[src/rtl/video_pixel_shifter_pkg.sv]
// Shared video definitions: screen mode encodings, character slot length and ink index type.
// The palette stage imports the same package.
package video_pkg;

    localparam logic [1:0] MODE_0 = 2'd0;  // 160 px, 4 bpp
    localparam logic [1:0] MODE_1 = 2'd1;  // 320 px, 2 bpp
    localparam logic [1:0] MODE_2 = 2'd2;  // 640 px, 1 bpp
    localparam logic [1:0] MODE_3 = 2'd3;  // 160 px, 2 bpp

    localparam int SLOT_CYCLES = 8;

    // The watchdog saturates here; reaching it means the slot ran out without a new byte.
    localparam logic [3:0] WD_SAT = 4'(SLOT_CYCLES);

    typedef logic [3:0] ink_t;

    // True when dot counter value dc is the first cycle of a logical pixel in this mode.
    function automatic logic is_pixel_start(input logic [1:0] mode, input logic [2:0] dc);
        logic start;
        case (mode)
            MODE_2:  start = 1'b1;
            MODE_1:  start = ~dc[0];
            default: start = (dc[1:0] == 2'b00);
        endcase
        return start;
    endfunction

endpackage

[src/rtl/video_pixel_shifter_if.sv]
// Byte path from the video buffer into the shifter, and dot stream out towards the palette.
// LOAD is a single-cycle strobe with no back-pressure: the byte, DISPEN and MODE are taken
// in the cycle LOAD is high; the dot outputs are plain registered levels valid every cycle.
interface video_pixel_shifter_if;
    import video_pkg::*;

    logic       LOAD;
    logic [7:0] VIDEO_BUF;
    logic       DISPEN_BUF;
    logic [1:0] MODE;
    ink_t       INK_IDX;
    logic       BORDER;
    logic       PIX_STROBE;

    modport master (
        output LOAD, VIDEO_BUF, DISPEN_BUF, MODE,
        input  INK_IDX, BORDER, PIX_STROBE
    );

    modport slave (
        input  LOAD, VIDEO_BUF, DISPEN_BUF, MODE,
        output INK_IDX, BORDER, PIX_STROBE
    );

endinterface

[src/rtl/video_pixel_shifter_pixel_decode.sv]
// Combinational ink decode of the current shift register for a given screen mode.
// Bits are interleaved so one left shift moves every plane to its next pixel.
module pixel_decode
    import video_pkg::*;
(
    input  logic [7:0] sr,
    input  logic [1:0] ml,
    output ink_t       ink
);

    ink_t quad;
    logic unused_bits;

    // Even SR bits only become visible after a shift, so they are never read directly.
    assign unused_bits = ^{sr[6], sr[4], sr[2], sr[0]};

    always_comb begin
        ink  = '0;
        quad = {sr[1], sr[5], sr[3], sr[7]};
        case (ml)
            MODE_2:  ink = {3'b000, sr[7]};
            MODE_1:  ink = {2'b00, sr[3], sr[7]};
            MODE_0:  ink = quad;
            default: ink = quad & 4'b0011;
        endcase
    end

endmodule

[src/rtl/video_pixel_shifter.sv]
// Loads the latched video byte on LOAD and serialises it into per-dot ink indices,
// with border forcing for blanked bytes and for a missing LOAD (underrun).
module video_pixel_shifter
    import video_pkg::*;
(
    input logic                  CLK_16,
    input logic                  RESET,
    video_pixel_shifter_if.slave vid
);

    logic [7:0] sr, sr_next;
    logic [1:0] ml, ml_next;
    logic       dl, dl_next;
    logic [2:0] dc, dc_next;
    logic [3:0] wd, wd_next;
    logic       shift_en;
    logic       underrun_next;
    logic       start_next;
    ink_t       dec_ink;

    ink_t       ink_q;
    logic       border_q;
    logic       strobe_q;

    // Shift on the last cycle of a pixel, i.e. when the next counter value opens a new one.
    always_comb begin
        shift_en      = is_pixel_start(ml, dc + 3'd1);
        sr_next       = shift_en ? {sr[6:0], 1'b0} : sr;
        ml_next       = ml;
        dl_next       = dl;
        dc_next       = dc + 3'd1;
        wd_next       = (wd == WD_SAT) ? wd : wd + 4'd1;
        if (vid.LOAD) begin
            sr_next = vid.VIDEO_BUF;
            ml_next = vid.MODE;
            dl_next = vid.DISPEN_BUF;
            dc_next = '0;
            wd_next = '0;
        end
        underrun_next = (wd_next == WD_SAT);
        start_next    = is_pixel_start(ml_next, dc_next);
    end

    // Outputs are decoded from next-state values so a LOAD shows its first dot one cycle later.
    pixel_decode u_pixel_decode (
        .sr  (sr_next),
        .ml  (ml_next),
        .ink (dec_ink)
    );

    always_ff @(posedge CLK_16) begin
        if (RESET) begin
            sr       <= '0;
            ml       <= MODE_0;
            dl       <= 1'b0;
            dc       <= '0;
            wd       <= WD_SAT;
            ink_q    <= '0;
            border_q <= 1'b1;
            strobe_q <= 1'b0;
        end else begin
            sr       <= sr_next;
            ml       <= ml_next;
            dl       <= dl_next;
            dc       <= dc_next;
            wd       <= wd_next;
            ink_q    <= underrun_next ? 4'd0 : dec_ink;
            border_q <= ~dl_next | underrun_next;
            strobe_q <= start_next & ~underrun_next;
        end
    end

    assign vid.INK_IDX    = ink_q;
    assign vid.BORDER     = border_q;
    assign vid.PIX_STROBE = strobe_q;

endmodule

[src/flat_wrapper.sv]
// flat-port wrapper written by rule: the top's interface ports become plain ports
module video_pixel_shifter_flat import video_pkg::*;
  (CLK_16, RESET, vid_LOAD, vid_VIDEO_BUF, vid_DISPEN_BUF, vid_MODE, vid_INK_IDX, vid_BORDER, vid_PIX_STROBE);
  video_pixel_shifter_if vid_i ();
  input logic CLK_16;
  input logic RESET;
  input wire logic [$bits(vid_i.LOAD)-1:0] vid_LOAD;
  input wire logic [$bits(vid_i.VIDEO_BUF)-1:0] vid_VIDEO_BUF;
  input wire logic [$bits(vid_i.DISPEN_BUF)-1:0] vid_DISPEN_BUF;
  input wire logic [$bits(vid_i.MODE)-1:0] vid_MODE;
  output wire logic [$bits(vid_i.INK_IDX)-1:0] vid_INK_IDX;
  output wire logic [$bits(vid_i.BORDER)-1:0] vid_BORDER;
  output wire logic [$bits(vid_i.PIX_STROBE)-1:0] vid_PIX_STROBE;
  assign vid_i.LOAD = vid_LOAD;
  assign vid_i.VIDEO_BUF = vid_VIDEO_BUF;
  assign vid_i.DISPEN_BUF = vid_DISPEN_BUF;
  assign vid_i.MODE = vid_MODE;
  assign vid_INK_IDX = vid_i.INK_IDX;
  assign vid_BORDER = vid_i.BORDER;
  assign vid_PIX_STROBE = vid_i.PIX_STROBE;
  video_pixel_shifter u_core (.CLK_16(CLK_16), .RESET(RESET), .vid(vid_i));
endmodule
[config.mk]
export PLATFORM = sky130hd
export DESIGN_NAME = video_pixel_shifter_flat
export DESIGN_NICKNAME = d
export VERILOG_FILES = /design/src/rtl/video_pixel_shifter_pkg.sv /design/src/rtl/video_pixel_shifter_if.sv /design/src/rtl/video_pixel_shifter_pixel_decode.sv /design/src/rtl/video_pixel_shifter.sv /design/src/flat_wrapper.sv
export SDC_FILE = /design/constraint.sdc
export NUM_CORES = 1
export LEC_CHECK = 0
export ABC_AREA = 1
export CORE_ASPECT_RATIO = 0.5
export CORE_MARGIN = 2
export CORE_UTILIZATION = 30
export DETAILED_ROUTE_END_ITERATION = 16
export PLACE_DENSITY = 0.48
export SLEW_MARGIN = 30
export SYNTH_ARGS = -nofsm -noshare
export SYNTH_HDL_FRONTEND = slang
export SYNTH_HIERARCHICAL = 1
export SYNTH_SLANG_ARGS = --single-unit
[constraint.sdc]
create_clock -name CLK_16 -period 2.12 [get_ports CLK_16]
set_input_delay 0.318 -clock CLK_16 [delete_from_list [all_inputs] [get_ports CLK_16]]
set_output_delay 0.318 -clock CLK_16 [all_outputs]
set_load 0.02 [all_outputs]
# [Yosys cells after proc, flatten, opt, wreduce, memory -nomap -nowiden]
# Cells that the tools add are included.
[word_totals] output_inout_bits=6 word_cells=40 in_bits=14 ff_bits=24
[op_classes] add_sub_neg=2 bitwise_logic=6 mux=10 eq_ne=6 n_reduce_logical=6
[ops] op="8-bit 2-to-1 mux" count=2
[ops] op="4-bit == test (second input constant)" count=2
[ops] op="4-bit 2-to-1 mux" count=2
[ops] op="4-bit one-hot mux with 2 select lines" count=1
[ops] op="2-bit logical NOT" count=3
[ops] op="4-bit by 1-bit adder with 4-bit output (second input constant)" count=1
[ops] op="2-bit by 1-bit == test with 1-bit output (second input constant)" count=2
[ops] op="2-bit == test (second input constant)" count=2
[ops] op="2-bit 2-to-1 mux" count=2
[ops] op="1-bit inverter" count=4
[ops] op="1-bit one-hot mux with 2 select lines" count=2
[ops] op="2-bit OR reduction" count=2
[ops] op="3-bit by 1-bit adder with 3-bit output (second input constant)" count=1
[ops] op="2-bit nonzero test" count=1
[ops] op="1-bit AND" count=1
[ops] op="1-bit 2-to-1 mux" count=1
[ops] op="1-bit bitwise OR" count=1

# [Logic depth before layout (Yosys ltp)]
# Gate-level depths: netlist of the first run.
[depth] depth_word=6 mapped_depth=13 mapped_depth_nobuf=13

# [Hierarchy]
# The synthesis of the first run kept the hierarchy.
[by_module_without_submodules] mod="video_pixel_shifter" cells_each=146 area_each_um2=1173.6 instances=1 seq_area_each_um2=460.4
[by_module_without_submodules] mod="pixel_decode" cells_each=10 area_each_um2=42.5 instances=1 seq_area_each_um2=0.0

# [Least setup slack after synthesis of the first run]
# OpenSTA, ideal clock, no wires.
[synth_path] kind="register to register" startpoint="register u_core.ml[0]" endpoint="register u_core.ink_q[1] (netlist: u_core/vid.INK_IDX[1])" n_path_buf=0 period_less_slack_ps=1561 setup_ps=64 slack_ps=559 arrival_time_ps=1497 t_required_ps=2056 stages_incl_launch_ff=14 cell_sequence="dfxtp_1 > inv_1 > ha_1 > nor2_1 > nand2_2 > nand2_4 > nand2_1 > nand3_2 > o21ai_2 > inv_1 > inv_1 > a21oi_1 > inv_1 > nor2_1"
[synth_via] elab_chain_len=5 elab_cells_between_ends=9 classes_between="eq/ne (3); mux (5); reduce/logical (1)"
[synth_rtl] element="from (decl)" line_no="video_pixel_shifter.sv:12" text="logic [1:0] ml, ml_next;"
[synth_rtl] element="from (signal assigned)" line_no="video_pixel_shifter.sv:63" text="ml <= ml_next;"
[synth_rtl] element="2-bit by 1-bit == test with 1-bit output / 2-bit == test (equally long branches)" line_no="video_pixel_shifter_pkg.sv:20" text="case (mode)"
[synth_rtl] element="1-bit one-hot mux with 2 select lines *" line_no="video_pixel_shifter_pkg.sv:20"
[synth_rtl] element="8-bit 2-to-1 mux *" line_no="video_pixel_shifter.sv:28" text="sr_next = shift_en ? {sr[6:0], 1'b0} : sr;"
[synth_rtl] element="8-bit 2-to-1 mux *" line_no="video_pixel_shifter.sv:33" text="if (vid.LOAD) begin"
[synth_rtl] element="net u_core.sr_next[3]" line_no="video_pixel_shifter.sv:11" text="logic [7:0] sr, sr_next;"
[synth_rtl] element="4-bit one-hot mux with 2 select lines *" line_no="video_pixel_shifter_pixel_decode.sv:20" text="case (ml)"
[synth_rtl] element="net u_core.dec_ink[1]" line_no="video_pixel_shifter.sv:19" text="ink_t dec_ink;"
[synth_rtl] element="to (signal assigned)" line_no="video_pixel_shifter.sv:67" text="ink_q <= underrun_next ? 4'd0 : dec_ink;"
[synth_rtl] element="to (decl)" line_no="video_pixel_shifter.sv:21" text="ink_t ink_q;"
# Mark *: on every way through the listed nets, which the timed path passes. The rest lies on a longest branch. The select of a mux whose other input is x is not followed.
# A chain may end at the register's enable or synchronous reset.

# [Worst setup path in the final report of the first run]
# Ends and elaborated chain as after synthesis.

==> results of run 1 <==
[layout make-up]
class | instances | area [um^2]
clock inverter | 1 | 5.005
tap | 54 | 67.56
timing repair buffer | 22 | 212.7
clock buffer | 3 | 41.29
fill | 427 | 2395
multi-input combinational | 98 | 585.6
sequential | 23 | 460.4
inverter | 25 | 96.34
[critical path, delay by kind of cell (launching register included)]
family	cells	cell delay, ns
AND/OR/NAND/NOR	6	0.64
buffers and inverters	4	0.23
adder cells (fa/ha/maj)	1	0.30
AO/OA/AOI/OAI	2	0.18
flip-flops	1	0.41
[registers in the layout, summed over array words and instances (netlist names)]
register / count
u_core/vid.PIX_STROBE: 1
u_core/dl: 1
u_core/sr: 8
u_core/vid.INK_IDX: 4
u_core/wd: 4
u_core/dc: 2
u_core/vid.BORDER: 1
u_core/ml: 2
[metrics by stage]
| step | cells | power (W) | hold WS [ns] | setup slack, ns |
|---|---|---|---|---|
| 5_1_grt | 226 | 0.001032 | 0.5183 | 0.1105 |
| 3_3_place_gp | 222 | 0.0007076 | 0.4967 | 0.1527 |
| 6_report | 226 | 0.0009698 | 0.5080 | 0.3075 |
| 2_1_floorplan | 152 | 0.0006425 | 0.4449 | 0.5593 |
| 4_1_cts | 226 | 0.0009875 | 0.5122 | 0.2976 |
| 3_5_place_dp | 222 | 0.0007082 | 0.5007 | 0.1199 |
[worst paths after layout]
check / startpoint / end / slack [ns]
max: u_core/ml[0] / u_core/vid.INK_IDX[1] / 0.31
min: u_core/sr[0] / u_core/sr[0] / 0.51
max reg2reg: u_core/ml[0] / u_core/vid.INK_IDX[1] / 0.31
min reg2reg: u_core/sr[0] / u_core/sr[0] / 0.51
[report_power, final]
group          internal [W]  switching, W  total [W]
Sequential         0.000461     0.0000161   0.000477
Clock              0.000131      0.000143   0.000274
Combinational     0.0000946      0.000124   0.000219
[per-layer routing]
metal	share of wire (%)	routed length, um	GRT usage (%)
met1	52	1237	14.75
met2	43	1009	18.11
met3	3.8	89	3.738
met5	0	0	0
met4	0.85	20	3.676
==> metrics, run 1 <==
Routed WL 2357 um; RSZ-0062 raised after global routing false; leading cell type in the layout, fill and taps excluded dfxtp_1; Clock transition at path regs 0.08 ns; Port Buffers 19; CTS H-tree depth 1; Worst path slowest cell dfxtp_1; Startpoint Class flip-flop; hold buffers post-CTS 0; Post-DRT Antenna Nets 0; Mapped Cells 152; die area 0.004557 mm^2; gpl congestion 0.8400; share of the clock period used by the worst path 85.49%; Placed Area 0.001423 mm^2; detailed-route DRC error count 0; core area 0.003864 mm^2; clock skew 0.003655 ns; Die Height 48.75 um; max-slew violations 0; initial antenna violation count 0; required time worst endpoint 2.33 ns; Synthesized Nets 173; drt pass-1 iters 4; Die Width 93.49 um; final hold viol count 0; Root Driver clkbuf_8; largest net degree at the start of global routing 20; crit-path cells inv_1 > ha_1 > nor2_1 > nand2_2 > nand2_4 > nand2_1 > nand3_2 > o21ai_2 > inv_1 > inv_1 > a21oi_1 > inv_1 > nor2_1; Finished Cell Area 0.001469 mm^2; detailed-route vias per instance 4.239; clock sinks 23; post-layout minimum cycle time 1.812 ns; Clk Latency, worst-skew pair 0.27 ns; DR vias 958; first-pass GRT wire length 4015 um; Yosys warnings 6; Rel. slew slack 79.40%; Post-CTS Setup Bufs 0; syn_area_per_cell 7.902 um^2; most frequent cells in the layout dfxtp_1, inv_1, nor2_1; vias in the first global route 898; Final Util 38.02%; area growth from synthesis to layout 22.29%; dpl hpwl 1790 um; Syn Std Cell Area 0.001201 mm^2; MaxCap Viol Count 0; GRT Total Usage 11.42%; status completed; clk buf depth 2; NumNets Final 194; Top cell by count, worst path inv_1; Worst R2R Path Depth 13; Initial Utilization 31.09%; Hold Path Stages 2; Power Density 660.2 mW/mm^2; Pleak 0.6418 nW; CTS tree yes; # diodes 0; Resized Gates After CTS 0; Top Ports 20; worst setup path class flip-flop to flip-flop; Critical Path End Type flip-flop; total negative slack 0 ns; fraction of layout cells with a size suffix above 1 19.19%; CP Max Fanout 8; number of core rows 16; Max Freq 551.7 MHz; worst-margin pin slew 0.3082 ns; CP arrival 2.02 ns; Hold Path Class flip-flop to flip-flop; max incr delay on CP 0.41 ns; TritonCTS buffer count 3; 1st-iter DRT viols 19; maximum VDD drop 0.0001660 V; drt wl/cell 10.43 um; GR Overflow Total 0; Final setup viols 0
No activity file was read; power rests on OpenSTA's default activity.
==> inputs of run 2 (changes only) <==
CORE_ASPECT_RATIO = unset   (was 0.5)
DONT_BUFFER_PORTS = 1   (was unset)
PLACE_DENSITY = 0.42   (was 0.48)
==> run 2 against run 1 <==
Utilization down 4.7 points. Via count down 6.5%. Combinational power down 30%. Die area down 0.68%. Register-to-register slack better by 0.06 ns. First-iteration DRC count up 21%. Maximum frequency up 3.2%. Sequential share of layout area up 5.5 points. Worst hold slack worse by 0.39 ns. Setup slack better by 0.056 ns. Routed wire length down 2.8%. Clock power down 3%. Critical endpoint unchanged. Largest power group unchanged. Highest routed layer unchanged.
==> metrics, run 2 (same netlist as run 1, synthesis figures left out) <==
status completed (unchanged); Die Height 67.28 um (was 48.75 um); CTS H-tree depth 1 (unchanged); drt pass-1 iters 4 (unchanged); # diodes 0 (unchanged); Hold Path Class primary input to flip-flop (was flip-flop to flip-flop); Top reg by flops u_core/sr (unchanged); area growth from synthesis to layout 3.959% (was 22.29%); fraction of layout cells with a size suffix above 1 20.00% (was 19.19%); hold buffers post-CTS 0 (unchanged); first-pass GRT wire length 3912 um (was 4015 um); Die Width 67.28 um (was 93.49 um); FF-to-FF Start u_core/ml[0] (unchanged); GR Overflow Total 0 (unchanged); 1st-iter DRT viols 23 (was 19); core area 0.003744 mm^2 (was 0.003864 mm^2); Routed WL 2292 um (was 2357 um); Logic pwr share 16.8% (was 22.6%); MaxCap Viol Count 0 (unchanged); drt wl/cell 11.58 um (was 10.43 um); Layout fillers 425 (was 427); crit path from u_core/ml[0] (unchanged); share of the clock period used by the worst path 82.84% (was 85.49%); detailed-route DRC error count 0 (unchanged); dpl ws 0.3726 ns (was 0.1199 ns); initial antenna violation count 0 (unchanged); switching part of the total 28.42% (was 29.17%); number of core rows 22 (was 16); leading cell type in the layout, fill and taps excluded dfxtp_1 (unchanged); Initial Utilization 32.09% (was 31.09%); Resized Gates After CTS 0 (unchanged); Rel. slew slack 79.33% (was 79.40%); required time worst endpoint 2.32 ns (was 2.33 ns); NumNets Final 172 (was 194); Met1 Wirelength 1029 um (was 1237 um); clock skew 0.001635 ns (was 0.003655 ns); Port Buffers 0 (was 19); most frequent cells in the layout dfxtp_1, inv_1, nor2_1 (unchanged); Power Density 726.5 mW/mm^2 (was 660.2 mW/mm^2); Largest register FFs 8 (unchanged); sequential cell area 460.4 um^2 (unchanged); die area 0.004526 mm^2 (was 0.004557 mm^2); worst-margin pin slew 0.3093 ns (was 0.3082 ns); Post-CTS Setup Bufs 0 (unchanged); clock power share 29.3% (was 28.3%); top layer in use met4 (unchanged); CP arrival 1.96 ns (was 2.02 ns); Critical Path End Type flip-flop (unchanged); post-layout minimum cycle time 1.756 ns (was 1.812 ns); DR vias 896 (was 958); Clk Latency, worst-skew pair 0.26 ns (was 0.27 ns); Post-DRT Antenna Nets 0 (unchanged); Clock transition at path regs 0.08 ns (about the same); total negative slack 0 ns (unchanged); P_sw 0.0002578 W (was 0.0002829 W); total power 0.0009071 W (was 0.0009698 W); vias in the first global route 882 (was 898); final hold viol count 0 (unchanged); CTS tree yes (unchanged); largest net degree at the start of global routing 22 (was 20); met2 wire length 1120 um (was 1009 um); Top Ports 20 (unchanged); Cell Int Power 0.0006493 W (was 0.0006869 W); hold_sp RESET (was u_core/sr[0]); Startpoint Class flip-flop (unchanged); gpl congestion 0.7545 (was 0.8400); Pleak 0.5548 nW (was 0.6418 nW); maximum VDD drop 0.0003333 V (was 0.0001660 V); CP Max Fanout 8 (unchanged); TritonCTS buffer count 3 (unchanged); Root Driver clkbuf_8 (unchanged); setup slack after layout 0.3637 ns (was 0.3075 ns); worst setup path class flip-flop to flip-flop (unchanged); dpl hpwl 1707 um (was 1790 um); clk buf depth 2 (unchanged); Multi-input gate area 585.6 um^2 (unchanged); Placed Area 0.001202 mm^2 (was 0.001423 mm^2); clock sinks 23 (unchanged); Final Util 33.36% (was 38.02%); met3 WL 124 um (was 89 um); GRT Total Usage 11.73% (was 11.42%); Final setup viols 0 (unchanged); max-slew violations 0 (unchanged); Finished Cell Area 0.001249 mm^2 (was 0.001469 mm^2); share of power burned in registers 53.9% (was 49.2%); detailed-route vias per instance 4.525 (was 4.239); Max Freq 569.4 MHz (was 551.7 MHz); RSZ-0062 raised after global routing false (unchanged)
[run 2: area by class of cell]
type | count | share of cell area [%]
clock inverter | 1 | 0.4008
inverter | 25 | 7.715
clock buffer | 3 | 3.307
sequential | 23 | 36.87
multi-input combinational | 98 | 46.89
tap | 48 | 4.810
[run 2: critical path, cell delays in order (launching register included)]
cell and delay, ns:
dfxtp_1 0.38, inv_1 0.06, ha_1 0.30, nor2_1 0.12, nand2_2 0.14, nand2_4 0.15, nand2_1 0.08, nand3_2 0.06
o21ai_2 0.07, inv_1 0.07, inv_1 0.04, a21oi_1 0.10, inv_1 0.05, nor2_1 0.09
[run 2: power groups by stage]
| stage | Clock [W] | Sequential (W) | Combinational [W] |
|---|---|---|---|
| 5_1_grt | 0.000299 | 0.000493 | 0.000178 |
| 2_1_floorplan | 0 | 0.000494 | 0.000148 |
| 6_report | 0.000266 | 0.000489 | 0.000153 |
| 4_1_cts | 0.000288 | 0.000490 | 0.000155 |
| 3_5_place_dp | 0 | 0.000500 | 0.000154 |
| 3_3_place_gp | 0 | 0.000500 | 0.000152 |
[run 2: layer usage]
metal  GRT usage [%]  up-vias
met3           3.500        2
li1                -      477
met5               0        -
met2           20.92       11
met1           13.00      406
met4           4.592        0
[run 2: final timing paths]
| path | slack [ns] | to | cells after the start |
|---|---|---|---|
| min | 0.11 | u_core/ml[0] | 1 |
| max reg2reg | 0.36 | u_core/vid.INK_IDX[1] | 13 |
| max | 0.36 | u_core/vid.INK_IDX[1] | 13 |
| min reg2reg | 0.51 | u_core/sr[0] | 2 |
[run 2: metrics by stage]
step,std cells,hold slack (ns)
after floorplan,152,0.4449
after global placement,194,0.3879
after detailed placement,194,0.3890
after CTS,198,0.1019
after global routing,198,0.09619
final,198,0.1142
